[src/rtl/cdb_arbiter_pkg.sv]
// cdb_arbiter_pkg
//   Shared definitions for the Common Data Bus arbiter.
//   - default sizing for the FU count, tag width and result width
//   - ZERO_REG: tag value meaning "no producer"; never broadcast
//   - cdb_packet_t: one broadcast as seen by map table, RS and ROB
package cdb_arbiter_pkg;

    localparam int CDB_NUM_FU = 5;
    localparam int CDB_TAG_W  = 5;
    localparam int CDB_XLEN   = 32;

    localparam logic [CDB_TAG_W-1:0] ZERO_REG = '0;

    typedef struct packed {
        logic                 valid;
        logic [CDB_TAG_W-1:0] tag;
        logic [CDB_XLEN-1:0]  value;
    } cdb_packet_t;

endpackage

[src/rtl/cdb_arbiter_rr_priority_select.sv]
// cdb_arbiter_rr_priority_select
//   Combinational round-robin select: picks the first set request at or
//   after ptr, wrapping modulo N.
//   Ports:
//     req        in   N       request vector
//     ptr        in   IDX_W   highest-priority index this cycle (< N)
//     grant      out  N       one-hot grant, zero when no request
//     any        out  1       at least one request present
//     grant_idx  out  IDX_W   index of the granted request
module cdb_arbiter_rr_priority_select #(
    parameter int N     = 5,
    parameter int IDX_W = $clog2(N)
) (
    input  logic [N-1:0]     req,
    input  logic [IDX_W-1:0] ptr,
    output logic [N-1:0]     grant,
    output logic             any,
    output logic [IDX_W-1:0] grant_idx
);

    logic [N-1:0]     rot;
    logic [IDX_W-1:0] offset;
    logic [IDX_W:0]   sum;

    always_comb begin
        // Doubling the vector lets a plain right shift act as a rotate,
        // so bit 0 of rot is the request at ptr.
        rot = N'({req, req} >> ptr);
        any = |req;

        // Scan downwards so the lowest set bit is the one left in offset.
        offset = '0;
        for (int i = N - 1; i >= 0; i--) begin
            if (rot[i]) begin
                offset = IDX_W'(i);
            end
        end

        sum = {1'b0, ptr} + {1'b0, offset};
        if (sum >= (IDX_W + 1)'(N)) begin
            sum = sum - (IDX_W + 1)'(N);
        end
        grant_idx = sum[IDX_W-1:0];

        grant = '0;
        if (any) begin
            grant[grant_idx] = 1'b1;
        end
    end

endmodule

[src/rtl/cdb_arbiter.sv]
// cdb_arbiter
//   Shares the single Common Data Bus between NUM_FU completion requesters.
//   Round-robin, one winner per cycle; the winner's tag/value appear on the
//   registered bus the following cycle for exactly one cycle.
//   Ports:
//     clock         in   1              system clock
//     reset         in   1              synchronous, active-high
//     squash        in   1              flush: no grant this cycle, bus idle next
//     fu_valid      in   NUM_FU         FU i has a completed result pending
//     fu_tag        in   NUM_FU*TAG_W   destination tag per FU
//     fu_value      in   NUM_FU*XLEN    result value per FU
//     fu_ack        out  NUM_FU         one-hot grant, FU retires request
//     cdb_valid     out  1              broadcast valid (registered)
//     cdb_tag       out  TAG_W          broadcast tag, 0 when idle
//     cdb_value     out  XLEN           broadcast value, 0 when idle
//     err_zero_tag  out  1              sticky: a valid request used tag 0
//     bcast_cnt     out  32             broadcasts since reset, wraps
module cdb_arbiter
    import cdb_arbiter_pkg::*;
#(
    parameter int NUM_FU = CDB_NUM_FU,
    parameter int TAG_W  = CDB_TAG_W,
    parameter int XLEN   = CDB_XLEN
) (
    input  logic                    clock,
    input  logic                    reset,
    input  logic                    squash,
    input  logic [NUM_FU-1:0]       fu_valid,
    input  logic [NUM_FU*TAG_W-1:0] fu_tag,
    input  logic [NUM_FU*XLEN-1:0]  fu_value,
    output logic [NUM_FU-1:0]       fu_ack,
    output logic                    cdb_valid,
    output logic [TAG_W-1:0]        cdb_tag,
    output logic [XLEN-1:0]         cdb_value,
    output logic                    err_zero_tag,
    output logic [31:0]             bcast_cnt
);

    localparam int IDX_W = $clog2(NUM_FU);

    logic [IDX_W-1:0]  rr_ptr;
    logic [IDX_W-1:0]  win_idx;
    logic [IDX_W-1:0]  ptr_next;
    logic [NUM_FU-1:0] zero_tag;
    logic [NUM_FU-1:0] elig;
    logic [NUM_FU-1:0] grant;
    logic              any;
    logic [TAG_W-1:0]  win_tag;
    logic [XLEN-1:0]   win_value;

    always_comb begin
        for (int i = 0; i < NUM_FU; i++) begin
            zero_tag[i] = (fu_tag[i*TAG_W +: TAG_W] == TAG_W'(ZERO_REG));
        end
    end

    // Reset and squash suppress every grant; a zero-tag request is never
    // eligible, so it can only raise the error flag.
    assign elig = fu_valid & ~zero_tag & {NUM_FU{~(squash | reset)}};

    cdb_arbiter_rr_priority_select #(
        .N     (NUM_FU),
        .IDX_W (IDX_W)
    ) u_select (
        .req       (elig),
        .ptr       (rr_ptr),
        .grant     (grant),
        .any       (any),
        .grant_idx (win_idx)
    );

    assign fu_ack = grant;

    always_comb begin
        win_tag   = '0;
        win_value = '0;
        for (int i = 0; i < NUM_FU; i++) begin
            if (grant[i]) begin
                win_tag   = fu_tag[i*TAG_W +: TAG_W];
                win_value = fu_value[i*XLEN +: XLEN];
            end
        end
    end

    assign ptr_next = (win_idx == IDX_W'(NUM_FU - 1)) ? '0 : win_idx + IDX_W'(1);

    always_ff @(posedge clock) begin
        if (reset) begin
            cdb_valid    <= 1'b0;
            cdb_tag      <= '0;
            cdb_value    <= '0;
            rr_ptr       <= '0;
            err_zero_tag <= 1'b0;
            bcast_cnt    <= '0;
        end else begin
            if (any) begin
                cdb_valid <= 1'b1;
                cdb_tag   <= win_tag;
                cdb_value <= win_value;
                rr_ptr    <= ptr_next;
                bcast_cnt <= bcast_cnt + 32'd1;
            end else begin
                cdb_valid <= 1'b0;
                cdb_tag   <= '0;
                cdb_value <= '0;
            end
            if (|(fu_valid & zero_tag)) begin
                err_zero_tag <= 1'b1;
            end
        end
    end

endmodule
[config.mk]
export PLATFORM = sky130hd
export DESIGN_NAME = cdb_arbiter
export DESIGN_NICKNAME = d
export VERILOG_FILES = /design/src/rtl/cdb_arbiter_pkg.sv /design/src/rtl/cdb_arbiter_rr_priority_select.sv /design/src/rtl/cdb_arbiter.sv
export SDC_FILE = /design/constraint.sdc
export NUM_CORES = 1
export LEC_CHECK = 0
export CAP_MARGIN = 20
export CELL_PAD_IN_SITES_DETAIL_PLACEMENT = 0
export CELL_PAD_IN_SITES_GLOBAL_PLACEMENT = 1
export CORE_ASPECT_RATIO = 1.4
export CORE_UTILIZATION = 29
export DETAILED_ROUTE_END_ITERATION = 10
export GPL_ROUTABILITY_DRIVEN = 0
export PLACE_DENSITY_LB_ADDON = 0.08
export SYNTH_ARGS = -nofsm -noshare
export SYNTH_HDL_FRONTEND = slang
export SYNTH_SLANG_ARGS = --single-unit
export TNS_END_PERCENT = 100
[constraint.sdc]
create_clock -name clock -period 20.6 [get_ports clock]
set_input_delay 4.12 -clock clock [delete_from_list [all_inputs] [get_ports clock]]
set_output_delay 4.12 -clock clock [all_outputs]
set_load 0.01 [all_outputs]
======== Yosys cells after proc, flatten, opt, wreduce, memory -nomap -nowiden ========
Index checks and enable logic that the tools add are counted.
cells by class
  $add $sub $neg .......................... 4
  $lt $le $gt $ge ......................... 3
  equality and inequality tests ........... 1
  shifts and indexed selects .............. 1
  multiplexer cells ....................... 21
  bitwise operators ....................... 7
  reductions and logical operators ........ 9
operator list
  cell                                                               number
  2-to-1 mux 32 bit                                                  5
  adder 32 x 1 -> 32 bit, second input constant                      1
  2-to-1 mux 5 bit                                                   6
  logical NOT 5 bit                                                  5
  2-to-1 mux 3 bit                                                   7
  bitwise AND 5 bit                                                  3
  OR reduction 5 bit                                                 2
  >> shifter 10 x 3 -> 5 bit                                         1
  NOT 5 bit                                                          1
  adder 3 x 3 -> 4 bit                                               1
  greater-or-equal comparator 4 x 3 -> 1 bit, second input constant  1
  less-than comparator 3 x 4 -> 1 bit, second input constant         1
  adder 3 x 1 -> 3 bit, second input constant                        1
  demux 1 bit (select 3 bit)                                         1
  equality test 3 bit, second input constant                         1
  greater-or-equal comparator 3 x 1 -> 1 bit, second input constant  1
  subtractor 3 bit, second input constant                            1
  2-to-1 mux 1 bit                                                   2
  NOT 1 bit                                                          2
  OR reduction 2 bit                                                 1
  logical AND 1 bit                                                  1
  bitwise OR 1 bit                                                   1
storage, ports and cells
  register bits after elaboration ......... 74
  bits of input ports ..................... 193
  output and inout bits ................... 76
  logic and storage cells ................. 52

======== Logic depth before layout (Yosys ltp) ========
  depth in word-level cells ............... 23
  mapped depth ............................ 23

======== Modules after synthesis ========
Synthesis repeated with hierarchy kept, for this count alone.
unflattened totals
  cell total of the unflattened synthesis .. 602
  area total of the unflattened synthesis .. 4749.6 um^2
modules (own cells, without submodules)
  module                          times used  cells an instance  area each (um^2)  sequential area each (um^2)
  cdb_arbiter                     1           518                4155.2            1481.4
  cdb_arbiter_rr_priority_select  1           84                 594.3             0.0

======== Worst setup path before layout ========
Ideal clock, no wire load.
  path type ............................... input-to-output
  from .................................... input port fu_tag[1]
  to ...................................... output port fu_ack[3]
  arrival ................................. 8.451 ns
  required time ........................... 16.480 ns
  slack ................................... 8.029 ns
  stages on the path ...................... 18
  path buffers ............................ 2
  path through ............................ or4_4 o21ai_2 mux2i_1 or2_4 a2111oi_4 nor3_1 o32ai_1 ha_1 fa_1 inv_1 ha_1 nand2b_1 a21o_4 a211o_1 a2111oi_2 buf_2 buf_2 and2_1
between the ends
  word-level cells in the longest chain between the ends .. 18
  elaborated cells between the ends (all ways) .. 21
RTL lines
  item                                                                                                                     line                                                                        RTL
  start, declared                                                                                                          cdb_arbiter.sv:29                                                           input logic [NUM_FU*TAG_W-1:0] fu_tag,
  logical NOT 5 bit *                                                                                                      cdb_arbiter.sv:53                                                           zero_tag[i] = (fu_tag[i*TAG_W +: TAG_W] == TAG_W'(ZERO_REG));
  NOT 5 bit *                                                                                                              cdb_arbiter.sv:59                                                           assign elig = fu_valid & ~zero_tag & {NUM_FU{~(squash | reset)}};
  bitwise AND 5 bit * (2 in series)                                                                                        cdb_arbiter.sv:59
  >> shifter 10 x 3 -> 5 bit                                                                                               cdb_arbiter_rr_priority_select.sv:28                                        rot = N'({req, req} >> ptr);
  2-to-1 mux 3 bit (5 in series)                                                                                           cdb_arbiter_rr_priority_select.sv:34                                        if (rot[i]) begin
  adder 3 x 3 -> 4 bit                                                                                                     cdb_arbiter_rr_priority_select.sv:39                                        sum = {1'b0, ptr} + {1'b0, offset};
  greater-or-equal comparator 4 x 3 -> 1 bit or subtractor 3 bit (tied branches)                                           cdb_arbiter_rr_priority_select.sv:40, cdb_arbiter_rr_priority_select.sv:41
  2-to-1 mux 3 bit                                                                                                         cdb_arbiter_rr_priority_select.sv:40                                        if (sum >= (IDX_W + 1)'(N)) begin
  less-than comparator 3 x 4 -> 1 bit (implied by the code) or greater-or-equal comparator 3 x 1 -> 1 bit (tied branches)  cdb_arbiter_rr_priority_select.sv:47                                        grant[grant_idx] = 1'b1;
  logical AND 1 bit (implied by the code)                                                                                  cdb_arbiter_rr_priority_select.sv:47
  2-to-1 mux 1 bit (implied by the code)                                                                                   cdb_arbiter_rr_priority_select.sv:47
  demux 1 bit (select 3 bit)                                                                                               --
  2-to-1 mux 5 bit *                                                                                                       cdb_arbiter_rr_priority_select.sv:46                                        if (any) begin
  end, declared                                                                                                            cdb_arbiter.sv:31                                                           output logic [NUM_FU-1:0] fu_ack,
Mark *: on every way between the ends. The rest lies on a longest branch, timed or not.

======== Final worst setup path ========
  from .................................... input port fu_tag[6]
  to ...................................... output port fu_ack[0]
Same word-level chain as after synthesis.

==> reports/metrics.cfg <==
[logic_synthesis]
muxShareOfSynthArea_pct = 1.269
synth_fa_ha_area_share_pct = 2.389
ys_async_sr_fraction_pct = 0
synth_nets = 867
synth_compound_area_share_pct = 29.29
synth_largest_type_area_fraction_pct = 29.47
synth-edff-count = 0
synth_xor_area_share_pct = 4.181
synth_cells = 665
ys_seq_area_share_pct = 29.47
synth.area.top_cells = dfxtp_1, a2bb2oi_1, nor3_1, a21oi_1, or3_1
yosysWarningCount = 0
ys_types = 66
syn_area_per_cell_um2 = 7.560
synth_seq_cells = 74
synth_top_family_by_area = compound AO/OA/AOI/OAI gates
synth_common_cells = dfxtp_1, nand2_1, nor3_1
yosysTopAreaCell = dfxtp_1
synth.most_common_cell = dfxtp_1
synth-simple-area-share_pct = 26.66
synth_ff_type = dfxtp_1
synth_area_um2 = 5027

[cts]
cts_setup_buffers = 0
cts_resized = 0
root_buffer = clkbuf_16
cts_buffers = 9
clk_latency_ns = 0.35
cts_sinks = 74
cts_tree = done
htreeDepth = 3
cts_buffer_depth = 2
ctsHoldBuffers = 0
clk_pin_slew_worst_paths_ns = 0.06

[power]
leakage_nw = 2.783
p_per_area_nw_per_um2 = 104.7
ir_drop_mv = 0.08051

[sta]
worst_slack_ns = 6.391
max_freq_mhz = 70.38
fin_worst_skew_ns = 0.009859
fin_crit_ns = 14.21
finalCritPeriodShare_pct = 68.97
worstMarginPinSlew_ns = 0.8632
rsz0062_at_grt = no
drv_slew = 0
setup_viol = 0
maxSlewHeadroom_pct = 42.34
hold_viol = 0
setup_tns_ns = 0

[hold_path]
hold_path_depth = 2
min-delay-start = bcast_cnt[1]
hold_path.class = reg -> reg
hold_end = bcast_cnt[1]

[critical_path]
crit_fanout = 25
critical_path.startpoint_type = input pin
critical_path_class = in -> out
reg2reg_depth = 19
crit_chain = clkdlybuf4s50_1 > or4_1 > o21ai_0 > mux4_2 > nor2_1 > nor3_1 > o32ai_1 > ha_1 > fa_1 > inv_1 > ha_1 > nor3b_1 > a211oi_1 > a31oi_1 > nand2b_1 > buf_4 > nor2b_1 > clkdlybuf4s50_1
slowest_delay_ns = 0.63
cp_data_required_time_ns = 16.48
rr_endpoint = rr_ptr[2]
slowest_stage = nand2b_1
path_buf_inv = 4
cp-startpoint = fu_tag[6]
ff2ff_setup_slack_ns = 14.94
cp.arrival_ns = 10.09
path_depth = 18
cp_top_family = simple AND/OR/NAND/NOR gates
worst_setup_path_end_kind = output port
rr_startpoint = rr_ptr[0]

[floorplanning]
rows = 56
die_h_um = 157.8
initial_utilization_pct = 29.77
core_area_um2 = 16890
die_x_um = 113.3
pin_count = 269
fp.dieArea_um2 = 17870

[place]
dp_hpwl_um = 16240
io_buffer_count = 268
place_inst = 1116
post-place-ws_ns = 6.523

[grt]
grt_pass1_wl_um = 32660
antenna_found_initial = 0
grt_max_degree = 75
grt_overflow = 0
grt_util_all_layers_pct = 23.83
grt_pass1_vias = 6056

[routing]
num_vias = 6046
antenna_left = 0
vias_per_cell = 5.336
first_pass_iters = 7
drt_iter0_drc = 292
routedWlPerCell_um = 19.24
drcViolationCount = 0
routed_wl_um = 21800

[cells_and_area]
final_nets = 1098
fin_cells = 1133
syn_to_final_growth_pct = 62.37
fill_cells = 1686
drive_above_1_share_pct = 5.549
n_antenna_cell = 0

[status]
outcome = complete, no violations

[run]
drv_cap = 0

## cells by family after synthesis
logic type	Yosys count
adders and majority gates	9
DFF	74
muxes	5
xor gates and xnor gates	24
buffers and inverters	72
and+or+nand+nor	264
AOI/OAI and AO/OA	217
## worst register-to-register path, cell delays in order, from the launching register on
cell and delay [ns]:
dfxtp_1 0.62, clkinv_1 0.40, or2_4 0.37, a2111oi_4 0.37, nor3_1 0.11, o32ai_1 0.25, ha_1 0.26, fa_1 0.46
inv_1 0.15, ha_1 0.28, nand2b_1 0.12, a21o_4 0.24, a211o_1 0.33, or2_1 0.26, inv_2 0.55, ha_1 0.30
nor2_1 0.04, mux2_2 0.25, nand2_1 0.07, o31ai_1 0.08
## per-layer routing
| layer | wire [um] | up-vias | GRT usage [%] |
|---|---|---|---|
| met5 | 0 | - | 0 |
| met4 | 1054 | 0 | 12.41 |
| met3 | 1711 | 55 | 6.662 |
| met2 | 10940 | 261 | 43.38 |
| met1 | 8092 | 2805 | 24.84 |
| li1 | - | 2925 | - |
## registers in the layout, indices dropped and copies added (netlist names)
register and flops:
bcast_cnt 32, cdb_value 32, cdb_tag 5, rr_ptr 3
cdb_valid 1, err_zero_tag 1
## cells in the final DEF, fill, tap and decap left out, types with 3 or more instances in the layout
master	count
buf_4	9
nor2_1	42
nor2b_1	4
or3_1	39
or4_4	3
clkbuf_16	9
o21a_1	4
xor2_1	16
and3_1	10
nand2_1	63
o21ai_0	46
clkdlybuf4s50_1	268
dfxtp_1	74
a22oi_1	3
nor4_1	4
a2bb2oi_1	37
xnor2_1	8
mux2i_1	3
a31oi_1	35
nand3_1	19
a211oi_1	3
inv_1	11
a21oi_1	52
nor3_1	53
a211o_1	4
nand4_1	6
clkinvlp_4	3
o21ai_2	3
o311a_1	5
and4_1	6
ha_1	8
## worst max path at each step
stage                 to  slack (ns)
2_1_floorplan  fu_ack[3]        8.03
3_3_place_gp   fu_ack[1]        6.71
3_5_place_dp   fu_ack[1]        6.52
4_1_cts        fu_ack[0]        6.48
5_1_grt        fu_ack[0]        5.94
6_report       fu_ack[0]        6.39
## power breakdown
group          switching (W)  internal [W]
clock              0.0000735     0.0000961
combinational       0.000288      0.000224
sequential         0.0000121      0.000161
total               0.000374      0.000481
## final cells by class
class	instances	area, um^2	area share (%)
clock buffers	9	225.2	2.759
clock inverters	7	83.83	1.027
inverters	14	52.55	0.6438
multi-input cells	519	3259	39.93
flip-flops and latches	74	1481	18.15
well taps	232	290.3	3.556
repair buffers	278	2770	33.94
## through the flow
step | hold slack, ns | instance area (um^2) | util, % | total power (W)
after floorplan | 0.5044 | 5027 | - | 0.0005185
after global placement | 0.4782 | 7834 | 46.39 | 0.0006742
after detailed placement | 0.4881 | 7834 | 46.39 | 0.0006813
after CTS | 0.4973 | 8143 | 48.22 | 0.0008547
after global routing | 0.5159 | 8163 | 48.34 | 0.0009100
final | 0.4915 | 8163 | 48.34 | 0.0008549
Power figures use the tool's default switching activity.
